File: src/rtl/ram_master.sv
`default_nettype none
// +-----------------------------------------------------------------------+
// | ram_master: burst read/write initiator for a 32x32 single-port RAM    |
// | Optional: RAM_MASTER_STATS_EN adds wr_count / rd_count statistics.    |
// | Revision: 1.0                                                         |
// +-----------------------------------------------------------------------+
module ram_master (
  input  logic        clk,
  input  logic        reset,
  input  logic        req,
  input  logic        req_wr,
  input  logic [4:0]  req_addr,
  input  logic [2:0]  req_len,
  output logic        busy,
  output logic        done,
  output logic        wr_ready,
  input  logic [31:0] wr_data,
  output logic        rd_valid,
  output logic [31:0] rd_data,
  output logic        ram_cen,
  output logic        ram_wen,
  output logic [4:0]  ram_addr,
  output logic [31:0] ram_din,
  input  logic [31:0] ram_dout
`ifdef RAM_MASTER_STATS_EN
  ,
  output logic [15:0] wr_count,
  output logic [15:0] rd_count
`endif
);

  typedef enum logic [2:0] {
    S_IDLE  = 3'd0,
    S_WRITE = 3'd1,
    S_READ  = 3'd2,
    S_DRAIN = 3'd3,
    S_DONE  = 3'd4
  } state_t;

  state_t      r_state;
  logic [4:0]  r_cur_addr;
  logic [2:0]  r_beats_left;
  logic        r_rd_pend;
  logic        r_busy;
  logic        r_done;
  logic        r_cen;
  logic        r_wen;

  logic        w_last_beat;

  assign w_last_beat = (r_beats_left == 3'd0);

  // Control flags are updated alongside the state so every strobe is a flop.
  always_ff @(posedge clk) begin
    if (reset) begin
      r_state      <= S_IDLE;
      r_cur_addr   <= 5'd0;
      r_beats_left <= 3'd0;
      r_rd_pend    <= 1'b0;
      r_busy       <= 1'b0;
      r_done       <= 1'b0;
      r_cen        <= 1'b0;
      r_wen        <= 1'b0;
    end else begin
      r_rd_pend <= (r_state == S_READ);
      case (r_state)
        S_IDLE: begin
          if (req) begin
            r_cur_addr   <= req_addr;
            r_beats_left <= req_len;
            r_busy       <= 1'b1;
            r_cen        <= 1'b1;
            r_wen        <= req_wr;
            r_state      <= req_wr ? S_WRITE : S_READ;
          end
        end
        S_WRITE: begin
          r_cur_addr   <= r_cur_addr + 5'd1;
          r_beats_left <= r_beats_left - 3'd1;
          if (w_last_beat) begin
            r_cen   <= 1'b0;
            r_wen   <= 1'b0;
            r_done  <= 1'b1;
            r_state <= S_DONE;
          end
        end
        S_READ: begin
          r_cur_addr   <= r_cur_addr + 5'd1;
          r_beats_left <= r_beats_left - 3'd1;
          if (w_last_beat) begin
            r_cen   <= 1'b0;
            r_state <= S_DRAIN;
          end
        end
        S_DRAIN: begin
          // Final read word is on ram_dout this cycle; rd_pend covers it.
          r_done  <= 1'b1;
          r_state <= S_DONE;
        end
        S_DONE: begin
          r_done  <= 1'b0;
          r_busy  <= 1'b0;
          r_state <= S_IDLE;
        end
        default: begin
          r_busy  <= 1'b0;
          r_done  <= 1'b0;
          r_cen   <= 1'b0;
          r_wen   <= 1'b0;
          r_state <= S_IDLE;
        end
      endcase
    end
  end

  assign busy     = r_busy;
  assign done     = r_done;
  assign wr_ready = r_wen;
  assign ram_cen  = r_cen;
  assign ram_wen  = r_wen;
  assign ram_addr = r_cen ? r_cur_addr : 5'd0;
  assign ram_din  = r_wen ? wr_data : 32'd0;
  assign rd_valid = r_rd_pend;
  assign rd_data  = ram_dout;

`ifdef RAM_MASTER_STATS_EN
  logic [15:0] r_wr_count;
  logic [15:0] r_rd_count;

  always_ff @(posedge clk) begin
    if (reset) begin
      r_wr_count <= 16'd0;
      r_rd_count <= 16'd0;
    end else begin
      if (r_state == S_WRITE) r_wr_count <= r_wr_count + 16'd1;
      if (r_rd_pend)          r_rd_count <= r_rd_count + 16'd1;
    end
  end

  assign wr_count = r_wr_count;
  assign rd_count = r_rd_count;
`endif

endmodule
`default_nettype wire
File: config.mk
export PLATFORM = sky130hd
export DESIGN_NAME = ram_master
export DESIGN_NICKNAME = d
export VERILOG_FILES = /design/src/rtl/ram_master.sv
export SDC_FILE = /design/constraint.sdc
export NUM_CORES = 1
export LEC_CHECK = 0
export CAP_MARGIN = 5
export CORE_ASPECT_RATIO = 2
export CORE_UTILIZATION = 28
export DETAILED_ROUTE_END_ITERATION = 7
export GPL_ROUTABILITY_DRIVEN = 0
export PLACE_DENSITY = 0.82
export SLEW_MARGIN = 25
export SYNTH_ARGS = -nofsm -noshare
export SYNTH_HDL_FRONTEND = slang
export SYNTH_SLANG_ARGS = --single-unit
File: constraint.sdc
create_clock -name clk -period 1.9 [get_ports clk]
set_input_delay 0.38 -clock clk [delete_from_list [all_inputs] [get_ports clk]]
set_output_delay 0.38 -clock clk [all_outputs]
set_load 0.03 [all_outputs]
==> impl_results.md <==
* Critical Path Start: ram_cen
* Total Neg Setup Slack at 0 ps
* Period minus WS final at 1790 ps
* Largest net degree at the start of global routing at 35
* Final Instance Area at 1950 um^2
* Post-synth EDFFs at 0
* Worst Hold Depth at 2
* Slowest cell on the critical path: clkdlybuf4s50_1
* Total gr overflow at 0
* Post-DP HPWL at 2750 um
* CP top delay family: buffers and inverters
* Clk slew on worst S/H paths at 60 ps
* Power per cell area at 699 nW/um^2
* Placed insts at 273
* Die W at 50.9 um
* Cells after synthesis at 170
* Post-synthesis average cell area at 7.88 um^2
* Worst hold slack at 460 ps
* Setup violators final at 0
* Most common cell after layout, fill and taps aside: clkdlybuf4s50_1
* Nets at 302
* CTS root buffer: clkbuf_8
* Clock Tree Buf Depth at 2
* Min-Delay Path Class: reg2reg
* R2r startpoint: r_state[0]
* Crit path capture type: output port
* Antenna Nets Post-Route at 0
* Leakage at 0.862 nW
* Element type at the critical path start: flop
* P&R area growth vs syn at 45.8%
* Initial antenna violation count at 0
* Post-layout util at 42.5%
* Antenna diode count at 0
* IO Count at 151
* Period utilisation layout at 94.4%
* Vias in the first global route at 1216
* Worst setup path category: reg2out
* CTS sink cnt at 16
* Cell Area, Synth at 1340 um^2
* Min-Delay Startpoint: done
* Worst-Margin Slew at 440 ps
* Max-slew violation count at 0
* Top post-synthesis cells by area: dfxtp_1 (24%), buf_4 (20%), and2_1 (17%), mux2i_1 (3.7%), a21oi_1 (3.4%)
* Clock latency at the later pin of the worst-skew pair at 250 ps
* Arrival @ worst endpoint at 1410 ps
* Yosys warning count at 0
* Initial DRC Count at 46
* Layout cell share with drive strength beyond 1 at 19.5%
* Die Span Y at 99.8 um
* Core area at 4600 um^2
* Status: finished clean
* Cell chain of the critical path: clkdlybuf4s50_1
* Residual DRC at 0
* Seq/Total Area, Yosys at 23.9%
* Top FF cell, synth: dfxtp_1
* Die Area at 5080 um^2
* Setup Buffers After CTS at 0
* Setup slack, reg-to-reg at 230 ps
* Post-Syn Nets at 249
* Buf/Inv on CP at 1
* DRT Pass-1 Iters at 4
* Area leader, netlist: dfxtp_1
* DRT Wirelength at 3560 um
* Port bufs at 86
* FF+latch count, synth at 16
* Async SR Flop Fraction at 0%
* Unrepaired setup endpoints after global routing: no
* VDD IR-drop max at 0.508 mV
* H-tree depth at 1
* Via density per instance at 4.61
* Layout Skew at 2.99 ps
* Critical Path Stages at 1
* Global Route Usage Sum at 14.4%
* R2R cell count at 4
* Starting Density at 29.1%
* First-pass GRT wire length at 5750 um
* Max-cap violations at 0
* Rel. slew slack at 70.5%
* Dpl cell area at 1920 um^2
* Crit path max fanout at 8
* Synth unique cells at 29
* Share of the synthesized area in the top cell type at 23.9%
* Number of CTS-inserted buffers at 3
* Post-Layout Cell Count at 276
* Most frequent cells in the layout: clkdlybuf4s50_1 (47), buf_4 (38), and2_1 (37), dfxtp_1 (16), a21oi_1 (9)
* CTS tree: yes
* Fin. Hold Viols at 0
* Critical Path Max Stage Delay at 720 ps
* Row count at 35
* FMAX at 558 MHz
* Via count at 1273
* Critical Path RT at 1520 ps
* Avg WL per Cell at 12.9 um
## registers in the layout, summed over array words and instances (netlist names)
signal and cells:
r_state 3, r_cur_addr 5, r_beats_left 3, rd_valid 1, busy 1, ram_wen 1
ram_cen 1, done 1
## metal layers
layer	track usage (%)	share of wire, %	wire length, um
met1	15.3	38	1350
met2	25.3	52	1850
met3	2.42	6.5	231
met4	8.76	3.9	140
met5	0	0	0
## worst paths after layout
| check | end |
|---|---|
| setup reg to reg | r_beats_left[0] |
| hold / removal | done |
| hold reg to reg | done |
| setup / recovery | ram_cen |
## stage by stage
stage	power (mW)	worst slack [ps]
after floorplan	1.00	410
after CTS	1.37	81.4
final	1.37	106
after global routing	1.45	22.2
after detailed placement	1.13	97.3
after global placement	1.11	167
## final cells by class
type                    count  area (um^2)
inverters                   7         26.3
clock buffers               3         41.3
flip-flops and latches     16          320
well taps                  55         68.8
repair buffers             90          800
fillers                   494         2650
multi-input cells         105          697
## worst min-delay path, cell delays in order, from the launching register on
cell and delay [ps]:
dfxtp_1 310, inv_1 50, a211oi_1 50
## report_power, final
group | switching [mW] | total (mW) | internal [mW]
Clock | 0.110 | 0.251 | 0.140
Sequential | 0.0635 | 0.457 | 0.393
Combinational | 0.347 | 0.659 | 0.312
Total | 0.521 | 1.37 | 0.845
## cell usage after synthesis, types with 4 or more instances
library cell   n
and2_1        37
buf_4         35
dfxtp_1       16
a21oi_1        9
nor2_1         8
inv_1          7
a211oi_1       6
o21ai_0        6
clkbuf_1       5
mux2i_1        5
nand2_1        4
nand2b_1       4
nor3_1         4
## cells by family (layout without fill, tap and decap cells)
family	count (synthesis)	count (layout)	share of synthesized area [%]
compound gates	30	30	15.0
simple gates	66	66	29.2
mux	5	5	3.73
flops	16	16	23.9
buf+inv	49	100	24.1
xor+xnor	1	1	1.21
fa+ha+maj	3	3	2.80
## what timing repair did
action,CTS,global route
hold endpoints to repair,0,0
hold buffers,0,0
resized for setup,5,0
endpoints found under the setup margin,5,0
(Power assumes the default switching activity.)
